`src/rtl/timestamp_pkg.sv`:
```
// Shared constants, frame layout and state encoding for the
// timestamp UART sequencer.
package timestamp_pkg;

    localparam logic [7:0] ASCII_ZERO  = 8'h30;
    localparam logic [7:0] ASCII_SPACE = 8'h20;
    localparam logic [7:0] ASCII_CR    = 8'h0D;
    localparam logic [7:0] ASCII_LF    = 8'h0A;

    // Byte positions inside one frame: "MM-DD HH:mm:SS\r\n"
    localparam logic [3:0] POS_M1  = 4'd0;
    localparam logic [3:0] POS_M0  = 4'd1;
    localparam logic [3:0] POS_SD  = 4'd2;
    localparam logic [3:0] POS_D1  = 4'd3;
    localparam logic [3:0] POS_D0  = 4'd4;
    localparam logic [3:0] POS_SP  = 4'd5;
    localparam logic [3:0] POS_H1  = 4'd6;
    localparam logic [3:0] POS_H0  = 4'd7;
    localparam logic [3:0] POS_ST1 = 4'd8;
    localparam logic [3:0] POS_N1  = 4'd9;
    localparam logic [3:0] POS_N0  = 4'd10;
    localparam logic [3:0] POS_ST2 = 4'd11;
    localparam logic [3:0] POS_S1  = 4'd12;
    localparam logic [3:0] POS_S0  = 4'd13;
    localparam logic [3:0] POS_CR  = 4'd14;
    localparam logic [3:0] POS_LF  = 4'd15;

    typedef enum logic {
        IDLE = 1'b0,
        SEND = 1'b1
    } state_t;

endpackage

```
`src/rtl/bin2ascii2.sv`:
```
// Converts a 6-bit binary value (0-63) into two ASCII decimal digits.
// Purely combinational.
module bin2ascii2
    import timestamp_pkg::*;
(
    input  logic [5:0] bin,
    output logic [7:0] tens,
    output logic [7:0] units
);

    logic [5:0] tens_val;
    logic [5:0] units_val;

    assign tens_val  = bin / 6'd10;
    assign units_val = bin % 6'd10;

    assign tens  = ASCII_ZERO + {2'b00, tens_val};
    assign units = ASCII_ZERO + {2'b00, units_val};

endmodule

```
`src/rtl/timestamp_uart_sequencer.sv`:
```
// Snapshots the time fields on start and streams one ASCII timestamp
// frame into the UART transmitter over a valid/ready handshake.
module timestamp_uart_sequencer
    import timestamp_pkg::*;
#(
    parameter logic [7:0] SEP_DATE = 8'h2D,
    parameter logic [7:0] SEP_TIME = 8'h3A,
    parameter bit         EN_CRLF  = 1'b1
) (
    input  logic       CLK,
    input  logic       reset,
    input  logic       start,
    input  logic [5:0] seconds,
    input  logic [5:0] minutes,
    input  logic [4:0] hours,
    input  logic [4:0] days,
    input  logic [3:0] months,
    input  logic       tx_ready,
    input  logic       clear_overrun,
    output logic [7:0] tx_data,
    output logic       tx_valid,
    output logic       busy,
    output logic       overrun
);

    localparam logic [3:0] LAST_IDX = EN_CRLF ? POS_LF : POS_S0;

    state_t     state_q, state_d;
    logic [3:0] idx_q, idx_d;
    logic       load;
    logic       set_ovr;
    logic       overrun_q, overrun_d;

    logic [5:0] sec_q, min_q;
    logic [4:0] hr_q, day_q;
    logic [3:0] mon_q;

    logic [7:0] mo1, mo0, dy1, dy0, hr1, hr0, mi1, mi0, se1, se0;
    logic [7:0] frame_byte;

    bin2ascii2 u_mon (.bin({2'b00, mon_q}), .tens(mo1), .units(mo0));
    bin2ascii2 u_day (.bin({1'b0, day_q}),  .tens(dy1), .units(dy0));
    bin2ascii2 u_hr  (.bin({1'b0, hr_q}),   .tens(hr1), .units(hr0));
    bin2ascii2 u_min (.bin(min_q),          .tens(mi1), .units(mi0));
    bin2ascii2 u_sec (.bin(sec_q),          .tens(se1), .units(se0));

    always_ff @(posedge CLK or posedge reset) begin
        if (reset) begin
            state_q   <= IDLE;
            idx_q     <= 4'd0;
            overrun_q <= 1'b0;
            sec_q     <= 6'd0;
            min_q     <= 6'd0;
            hr_q      <= 5'd0;
            day_q     <= 5'd0;
            mon_q     <= 4'd0;
        end else begin
            state_q   <= state_d;
            idx_q     <= idx_d;
            overrun_q <= overrun_d;
            if (load) begin
                sec_q <= seconds;
                min_q <= minutes;
                hr_q  <= hours;
                day_q <= days;
                mon_q <= months;
            end
        end
    end

    always_comb begin
        state_d = state_q;
        idx_d   = idx_q;
        load    = 1'b0;
        set_ovr = 1'b0;
        case (state_q)
            IDLE: begin
                if (start) begin
                    state_d = SEND;
                    idx_d   = 4'd0;
                    load    = 1'b1;
                end
            end
            SEND: begin
                set_ovr = start;
                if (tx_ready) begin
                    if (idx_q == LAST_IDX) begin
                        state_d = IDLE;
                        idx_d   = 4'd0;
                    end else begin
                        idx_d = idx_q + 4'd1;
                    end
                end
            end
            default: state_d = IDLE;
        endcase
    end

    // A new overrun wins over a simultaneous clear request
    always_comb begin
        overrun_d = overrun_q;
        if (set_ovr)
            overrun_d = 1'b1;
        else if (clear_overrun)
            overrun_d = 1'b0;
    end

    always_comb begin
        frame_byte = 8'h00;
        case (idx_q)
            POS_M1:  frame_byte = mo1;
            POS_M0:  frame_byte = mo0;
            POS_SD:  frame_byte = SEP_DATE;
            POS_D1:  frame_byte = dy1;
            POS_D0:  frame_byte = dy0;
            POS_SP:  frame_byte = ASCII_SPACE;
            POS_H1:  frame_byte = hr1;
            POS_H0:  frame_byte = hr0;
            POS_ST1: frame_byte = SEP_TIME;
            POS_N1:  frame_byte = mi1;
            POS_N0:  frame_byte = mi0;
            POS_ST2: frame_byte = SEP_TIME;
            POS_S1:  frame_byte = se1;
            POS_S0:  frame_byte = se0;
            POS_CR:  frame_byte = EN_CRLF ? ASCII_CR : 8'h00;
            POS_LF:  frame_byte = EN_CRLF ? ASCII_LF : 8'h00;
            default: frame_byte = 8'h00;
        endcase
    end

    assign tx_valid = (state_q == SEND);
    assign busy     = (state_q == SEND);
    assign tx_data  = tx_valid ? frame_byte : 8'h00;
    assign overrun  = overrun_q;

endmodule

```
`config.mk`:
```
export PLATFORM = sky130hd
export DESIGN_NAME = timestamp_uart_sequencer
export DESIGN_NICKNAME = d
export VERILOG_FILES = /design/src/rtl/timestamp_pkg.sv /design/src/rtl/bin2ascii2.sv /design/src/rtl/timestamp_uart_sequencer.sv
export SDC_FILE = /design/constraint.sdc
export NUM_CORES = 1
export LEC_CHECK = 0
export ABC_AREA = 1
export BUFFER_PORTS_ARGS = -buffer_cell sky130_fd_sc_hd__buf_2
export CAP_MARGIN = 10
export CORE_UTILIZATION = 30
export DETAILED_ROUTE_END_ITERATION = 8
export PLACE_DENSITY = 0.61
export SETUP_SLACK_MARGIN = 0.4
export SYNTH_ARGS = -nofsm -noshare
export SYNTH_HDL_FRONTEND = slang
export SYNTH_SLANG_ARGS = --single-unit
export TNS_END_PERCENT = 100
```
`constraint.sdc`:
```
create_clock -name CLK -period 2.15 [get_ports CLK]
set_input_delay 0.215 -clock CLK [delete_from_list [all_inputs] [get_ports CLK]]
set_output_delay 0.215 -clock CLK [all_outputs]
set_load 0.1 [all_outputs]
```
==> flow_summary.toml, run 1 <==
[status]
status = "complete, but fails checks"
failed_checks = "setup timing"

[hold_path]
worstHoldPathType = "primary input to asynchronous set/reset pin"

[floorplan]
core_mm2 = 0.00838
die_w_um = 96.0
io-pin-count = 42
die-area_mm2 = 0.00922
dieHeight_um = 96.0
fp-row-count = 33
initial_core_util_pct = 31.6

[synth]
avgSynthCellArea_um2 = 6.42
syn_area_mm2 = 0.00265
ys_seq_area_share_pct = 30.2
ys_seq_elements = 32
ys_warn_count = 0
netlist_instances = 413
synth_top_area_share_pct = 30.2
async_reset_ff_share_pct = 100
ys.flop_type = "dfrtp_1"
synth_edf_count = 0
yosysUniqueCellTypes = 31
synth_top_area_cell = "dfrtp_1"
syn_nets = 457
synthTopCellsByArea = "dfrtp_1, nand2_1, nand3_1"

[worst_setup_path]
crit_chain = "inv_2 -> ha_4 -> nand3_4 -> nand3_2 -> nand2_4 -> ha_4 -> nand2_2 -> nand3_2 -> xor2_1 -> a21oi_2 -> ha_4 -> o21a_1 -> nor2_4 -> buf_12"
cp_slowest_stage_delay_ns = 0.39
worst-r2r-cell-count = 6
cp_max_fo = 5
start_kind = "flop"
end_kind = "output port"
slowest_stage = "dfrtp_1"
cp.arrival_ns = 2.52
crit_type = "flop to output port"
required_ns = 1.93
path_common_cell = "ha_4"

[final_layout]
syn_to_final_growth_pct = 54.3
final_area_mm2 = 0.00409
layout-drive-gt1-share_pct = 39.9
antenna_cells = 0
nets = 574
fillCellCount = 842

[sta]
fin_crit_sh_pct = 127
clock_skew_ns = 0.00692
period_minus_slack_ns = 2.73
rsz0062_at_grt = "true"
setup_violations = 7
worst_slack_ns = -0.583
drv_slew = 0
hold_viol_final = 0
fmax_mhz = 366
setup_tns_ns = -3.20

[clock_network]
cts_hold_buffers = 0
cts_tree = "built"
path_clk_slew_ns = 0.07
cts.sinks = 32
cts-htree-levels = 2
clock_latency_ns = 0.29
root_buffer = "clkbuf_8"
numCtsBuffers = 5
clockBufferDepth = 2

[routing]
postRouteAntennaNets = 0
dr.pass1.iters = 4
wl_um = 7590
via_count = 2986
vias_per_cell = 4.69
drc = 0
routedWlPerCell_um = 11.9
drtIter0Drc = 141

[global_route]
grt_overflow = 0
grt_pass1_vias = 2922
grt_start_max_net_pins = 33
grtUsageTotal_pct = 18.5
antenna_found_initial = 0
grt_pass1_wl_um = 13200

[place]
gp_congestion = 0.874
place_area_mm2 = 0.00371
io_buffers = 40
dp_hpwl_um = 5950

[run]
drv_cap = 0
## routing by layer
metal / part of all wire [%] / track usage [%]
met2: 47 / 30.6
met1: 47 / 24.5
met4: 1.0 / 5.60
met3: 5.0 / 3.24
met5: 0 / 0
## cells in the final DEF, fill, tap and decap left out, types with 2 or more instances in the layout
cell / n
nand2_4: 2
dfrtp_2: 4
nor2_2: 9
xor2_1: 3
o211ai_1: 2
clkinvlp_4: 3
nor3_1: 2
inv_2: 13
ha_2: 2
nor3_2: 3
and2_1: 2
dfrtp_1: 28
inv_1: 48
nand4_2: 2
o21ai_0: 30
clkbuf_8: 5
nand2_1: 109
ha_4: 6
nand3_2: 8
ha_1: 5
buf_2: 33
nand2_2: 16
buf_4: 73
nor2_4: 8
nor2_1: 20
o22ai_1: 2
o21ai_2: 2
nand3_1: 44
a21oi_1: 5
buf_12: 7
nand4_1: 7
o21ai_1: 4
o21ai_4: 2
buf_6: 4
a21oi_2: 3
## synthesized netlist by cell type, drive strengths merged (2+ instances only)
cell type  count
a21oi          9
and2           2
buf            2
clkbuf         5
dfrtp         32
ha            13
inv           65
nand2        127
nand3         53
nand4          9
nor2          37
nor3           6
o211ai         2
o21ai         38
o22ai          2
xor2           3
## flip-flops by register name, summed over array words and instances (netlist names)
name,cells
idx_q,4
hr_q,5
overrun,1
mon_q,4
min_q,6
busy,1
day_q,5
sec_q,6
## path summary, 6_finish.rpt
path | startpoint | endpoint | slack [ns]
setup / recovery | day_q[3]$_DFFE_PP0P_ | tx_data[5] | -0.58
hold / removal | reset | mon_q[1]$_DFFE_PP0P_ | 0.006
setup reg to reg | idx_q[1]$_DFFE_PP0P_ | idx_q[0]$_DFFE_PP0P_ | 0.85
hold reg to reg | sec_q[0]$_DFFE_PP0P_ | sec_q[0]$_DFFE_PP0P_ | 0.48
max in group asynchronous | reset | busy$_DFF_PP0_ | 1.80
min in group CLK | clear_overrun | overrun$_DFFE_PP0P_ | 0.12
## worst max-delay path: cells and delay by family, from the launching register on
family,cells,cell delay (ns)
adder cells (fa/ha/maj),3,0.53
AND/OR/NAND/NOR,6,0.50
flip-flops,1,0.39
AO/OA/AOI/OAI,2,0.37
buffers and inverters,2,0.29
XOR/XNOR,1,0.15
## stage by stage
stage | std cells | worst slack, ns | utilization [%] | hold WS (ns)
final | 636 | -0.583 | 48.8 | 0.00587
after global routing | 636 | -0.692 | 48.8 | 0.0705
after CTS | 633 | -0.581 | 47.2 | 0.0224
after detailed placement | 616 | -0.319 | 44.3 | 0.338
after global placement | 616 | -0.277 | 44.3 | 0.326
after floorplan | 413 | -0.431 | - | 0.325
## cell families after synthesis
| logic type | count (synthesis) | share of synthesized area (%) |
|---|---|---|
| compound gates | 55 | 11.6 |
| simple gates | 235 | 38.7 |
| flops | 32 | 30.2 |
| other cells | 1 | 0.141 |
| buf+inv | 72 | 10.5 |
| xor+xnor | 5 | 2.74 |
| fa+ha+maj | 13 | 6.14 |
## repair_timing
| item | in CTS | in global routing |
|---|---|---|
| setup buffers | 9 | 3 |
| pin swaps | 23 | 16 |
| endpoints found under the setup margin | 7 | 7 |
| resized for setup | 22 | 31 |
| gates cloned | 0 | 0 |
## layout make-up
type	instances	area, µm²	area share, %
Clock buffer	6	72.6	1.77
Clock inverter	2	35.0	0.856
Inverter	65	258	6.30
Multi-Input combinational cell	309	1890	46.2
Sequential cell	32	806	19.7
Tap cell	105	131	3.21
Timing Repair Buffer	117	898	22.0
Power of run 1 is left out: the tool's default activity adds up to more than one toggle a clock period on the data nets, which glitch-free logic cannot reach.
==> inputs of run 2 (changes only) <==
--- a/config.mk
+++ b/config.mk
@@ -8,9 +8,9 @@
 export ABC_AREA = 1
 export BUFFER_PORTS_ARGS = -buffer_cell sky130_fd_sc_hd__buf_2
 export CAP_MARGIN = 10
-export CORE_UTILIZATION = 30
+export CORE_UTILIZATION = 52
 export DETAILED_ROUTE_END_ITERATION = 8
-export PLACE_DENSITY = 0.61
+export PLACE_DENSITY = 0.89
 export SETUP_SLACK_MARGIN = 0.4
 export SYNTH_ARGS = -nofsm -noshare
 export SYNTH_HDL_FRONTEND = slang
==> constraint.sdc (replaced) <==
create_clock -name CLK -period 2.19 [get_ports CLK]
set_input_delay 0.219 -clock CLK [delete_from_list [all_inputs] [get_ports CLK]]
set_output_delay 0.219 -clock CLK [all_outputs]
set_load 0.1 [all_outputs]
==> flow_summary.toml, run 2 (synthesis gave the netlist of run 1 again) <==
[final_layout]
nets = 567
final_core_util_pct = 85.4
syn_to_final_growth_pct = 55.2
layout-drive-gt1-share_pct = 41.8
top_regs = "min_q (6), sec_q (6)"
fillCellCount = 255
mostFrequentLayoutCells = "nand2_1, buf_4, inv_1, nand3_1, buf_2"
layout_commonest_cell = "nand2_1"
antenna_cells = 0
final_area_mm2 = 0.00412

[hold_path]
worstHoldPathType = "primary input to asynchronous set/reset pin"

[worst_setup_path]
r2r-start = "idx_q[2]$_DFFE_PP0P_"
crit_chain = "inv_2 -> buf_4 -> ha_4 -> inv_1 -> nand2_1 -> nand2_2 -> nand2_2 -> nand3_2 -> xor2_2 -> a21oi_2 -> ha_1 -> o21a_1 -> nor2_4 -> buf_12"
cp_max_fo = 5
crit_buf_inv = 4
r2r_end = "idx_q[0]$_DFFE_PP0P_"
worst-r2r-cell-count = 6
cp_slowest_stage_delay_ns = 0.39
rrSetupSlack_ns = 0.58
end_kind = "output port"
required_ns = 1.97
cp.arrival_ns = 2.66
path_common_cell = "nand2_2"
slowest_stage = "dfrtp_1"
crit_family = "simple AND/OR/NAND/NOR gates"
start_kind = "flop"
crit_type = "flop to output port"

[global_route]
grt_pass1_vias = 3523
grt_start_max_net_pins = 33
grt_pass1_wl_um = 17200
antenna_found_initial = 0
grt_overflow = 0
grtUsageTotal_pct = 43.3

[clock_network]
cts-htree-levels = 2
cts_tree = "built"
cts.sinks = 32
path_clk_slew_ns = 0.09
clock_latency_ns = 0.30
numCtsBuffers = 5
clockBufferDepth = 2
root_buffer = "clkbuf_8"

[floorplan]
core_mm2 = 0.00482
fp-row-count = 25
initial_core_util_pct = 55.0
io-pin-count = 42
dieHeight_um = 73.4
die-area_mm2 = 0.00539
die_w_um = 73.4

[routing]
vias_per_cell = 6.39
via_count = 3774
wl_met3_um = 1460
routedWlPerCell_um = 19.8
wl_um = 11700
drtIter0Drc = 601
top_layer_used = "met4"
drc = 22
postRouteAntennaNets = 0
met1Wirelength_um = 3870
dr.pass1.iters = 9
met2_length_um = 5060

[place]
dp_hpwl_um = 6030
place_area_mm2 = 0.00362
gp_congestion = 0.906
io_buffers = 40

[run]
drv_cap = 0

[sta]
fmax_mhz = 348
holdWs_ns = -0.00789
worst_slack_ns = -0.686
drv_slew = 0
maxSlewHeadroom_pct = 63.5
clock_skew_ns = 0.0180
setup_tns_ns = -3.84
period_minus_slack_ns = 2.88
hold_viol_final = 5
rsz0062_at_grt = "true"
setup_violations = 7
worstMarginPinSlew_ns = 0.542
fin_crit_sh_pct = 131

[status]
status = "complete, but fails checks"
failed_checks = "DRC, hold timing, setup timing"
## run 2: cell type report
cell class	count	area, µm²	area share, %
sequential	32	805	19.6
clock inverter	1	30.0	0.730
inverter	65	263	6.38
tap	67	83.8	2.04
clock buffer	7	96.3	2.34
multi-input combinational	309	1990	48.4
timing repair buffer	110	846	20.6
## run 2: worst max-delay path by stage
stage | from | end | slack [ns] | cells past startpoint
after floorplan | day_q[3]$_DFFE_PP0P_ | tx_data[5] | -0.40 | 13
after global placement | hr_q[2]$_DFFE_PP0P_ | tx_data[5] | -0.20 | 12
after detailed placement | day_q[3]$_DFFE_PP0P_ | tx_data[5] | -0.30 | 14
after CTS | day_q[3]$_DFFE_PP0P_ | tx_data[5] | -0.57 | 14
after global routing | day_q[3]$_DFFE_PP0P_ | tx_data[5] | -0.75 | 14
final | day_q[3]$_DFFE_PP0P_ | tx_data[5] | -0.69 | 14
## run 2: worst min-delay path, delay by kind of cell
kind / cells / cell delay [ns]
buf+inv: 3 / 0.50
## run 2: routing by layer
metal | track usage [%] | vias to the layer above
li1 | - | 1561
met1 | 49.3 | 1630
met2 | 68.3 | 406
met3 | 13.6 | 177
met4 | 31.0 | 0
met5 | 5.05 | -
## run 2: stage by stage
| step | instances | setup slack (ns) |
|---|---|---|
| final | 591 | -0.686 |
| after global routing | 591 | -0.755 |
| after detailed placement | 572 | -0.298 |
| after CTS | 586 | -0.567 |
| after global placement | 572 | -0.203 |
| after floorplan | 413 | -0.395 |
## run 2: timing repair
action,CTS,global route
endpoints found under the setup margin,7,7
hold buffers,0,0
pin swaps,33,27
setup buffers,6,5
gates resized for setup,42,35
Power of run 2 is left out for the same reason.
==> inputs of run 3 (changes only) <==
--- a/config.mk
+++ b/config.mk
@@ -8,9 +8,11 @@
 export ABC_AREA = 1
 export BUFFER_PORTS_ARGS = -buffer_cell sky130_fd_sc_hd__buf_2
 export CAP_MARGIN = 10
-export CORE_UTILIZATION = 52
+export CELL_PAD_IN_SITES_DETAIL_PLACEMENT = 1
+export CELL_PAD_IN_SITES_GLOBAL_PLACEMENT = 1
+export CORE_UTILIZATION = 36
 export DETAILED_ROUTE_END_ITERATION = 8
-export PLACE_DENSITY = 0.89
+export PLACE_DENSITY = 0.88
 export SETUP_SLACK_MARGIN = 0.4
 export SYNTH_ARGS = -nofsm -noshare
 export SYNTH_HDL_FRONTEND = slang
==> flow_summary.toml, run 3 (synthesis gave the netlist of run 1 again) <==
[status]
status = "complete, but fails checks"
failed_checks = "setup timing"

[sta]
worstMarginPinSlew_ns = 0.604
hold_viol_final = 0
setup_violations = 7
clock_skew_ns = 0.0118
fmax_mhz = 346
period_minus_slack_ns = 2.89
rsz0062_at_grt = "true"
worst_slack_ns = -0.698
maxSlewHeadroom_pct = 59.7
drv_slew = 0
setup_tns_ns = -4.12
fin_crit_sh_pct = 132

[place]
place_area_mm2 = 0.00364
place_ws_ns = -0.369
gp_congestion = 0.909
io_buffers = 40
dp_hpwl_um = 7220

[worst_setup_path]
end_kind = "output port"
cp.arrival_ns = 2.67
required_ns = 1.97
cp_max_fo = 5
crit_type = "flop to output port"
start_kind = "flop"

[routing]
drc = 0
vias_per_cell = 5.45
wl_um = 12200
drtIter0Drc = 226
via_count = 3391
routedWlPerCell_um = 19.7
postRouteAntennaNets = 0
dr.pass1.iters = 5

[final_layout]
mostFrequentLayoutCells = "nand2_1, buf_4, inv_1, nand3_1, buf_2"
top_regs = "min_q (6), sec_q (6)"
antenna_cells = 0
layout_commonest_cell = "nand2_1"
fillCellCount = 888
layout-drive-gt1-share_pct = 42.6
nets = 569
final_area_mm2 = 0.00412
syn_to_final_growth_pct = 55.3

[global_route]
grtUsageTotal_pct = 27.7
grt_pass1_vias = 3526
grt_start_max_net_pins = 33
grt_pass1_wl_um = 16400
antenna_found_initial = 0
grt_overflow = 0

[clock_network]
numCtsBuffers = 5
path_clk_slew_ns = 0.07
root_buffer = "clkbuf_8"
clockBufferDepth = 2
cts_tree = "built"
clock_latency_ns = 0.30
cts-htree-levels = 2
cts.sinks = 32

[floorplan]
dieHeight_um = 87.8
io-pin-count = 42
initial_core_util_pct = 38.2
die-area_mm2 = 0.00771
core_mm2 = 0.00694
die_w_um = 87.8
fp-row-count = 30

[hold_path]
worstHoldPathType = "primary input to asynchronous set/reset pin"

[run]
drv_cap = 0
-- run 3: critical path, stage by stage, from the launching register on --
cell and delay [ns]:
dfrtp_1 0.41, buf_6 0.14, o21ai_4 0.26, nand3_4 0.13
nand2_4 0.12, ha_4 0.15, nand2_2 0.06, nand3_2 0.07
xor2_1 0.16, a21oi_1 0.09, ha_1 0.29, o21a_1 0.20
nor2_4 0.10, buf_12 0.18
-- run 3: final timing paths --
kind	startpoint	to	slack, ns	cells after the start
max	day_q[3]$_DFFE_PP0P_	tx_data[5]	-0.70	13
min	reset	mon_q[3]$_DFFE_PP0P_	0.005	3
max reg2reg	busy$_DFF_PP0_	day_q[2]$_DFFE_PP0P_	0.82	4
min reg2reg	hr_q[0]$_DFFE_PP0P_	hr_q[0]$_DFFE_PP0P_	0.47	2
max in group asynchronous	reset	hr_q[2]$_DFFE_PP0P_	1.85	3
min in group CLK	clear_overrun	overrun$_DFFE_PP0P_	0.11	2
-- run 3: what timing repair did --
| action | CTS | global route |
|---|---|---|
| hold buffers | 0 | 0 |
| setup endpoints to repair | 7 | 7 |
| gates resized for setup | 40 | 37 |
| setup buffers | 8 | 7 |
| pin swaps | 18 | 20 |
-- run 3: cell type report --
class,count,area [µm²],area share (%)
Clock buffer,8,90.1,2.19
Inverter,65,258,6.26
Multi-Input combinational cell,309,1990,48.3
Sequential cell,32,806,19.6
Tap cell,96,120,2.92
Timing Repair Buffer,112,853,20.7
-- run 3: through the flow --
step / util (%) / hold slack, ns / cells
after floorplan: - / 0.329 / 413
after global placement: 52.5 / 0.325 / 599
after detailed placement: 52.5 / 0.338 / 599
after CTS: 56.8 / 0.0278 / 615
after global routing: 59.3 / 0.0552 / 622
final: 59.3 / 0.00537 / 622
-- run 3: per-layer routing --
metal  share of wire [%]  GRT usage (%)
met1                  41           32.1
met2                  49           50.7
met3                 5.0           4.15
met4                 5.2           10.9
met5                   0              0
Power of run 3 is left out for the same reason.
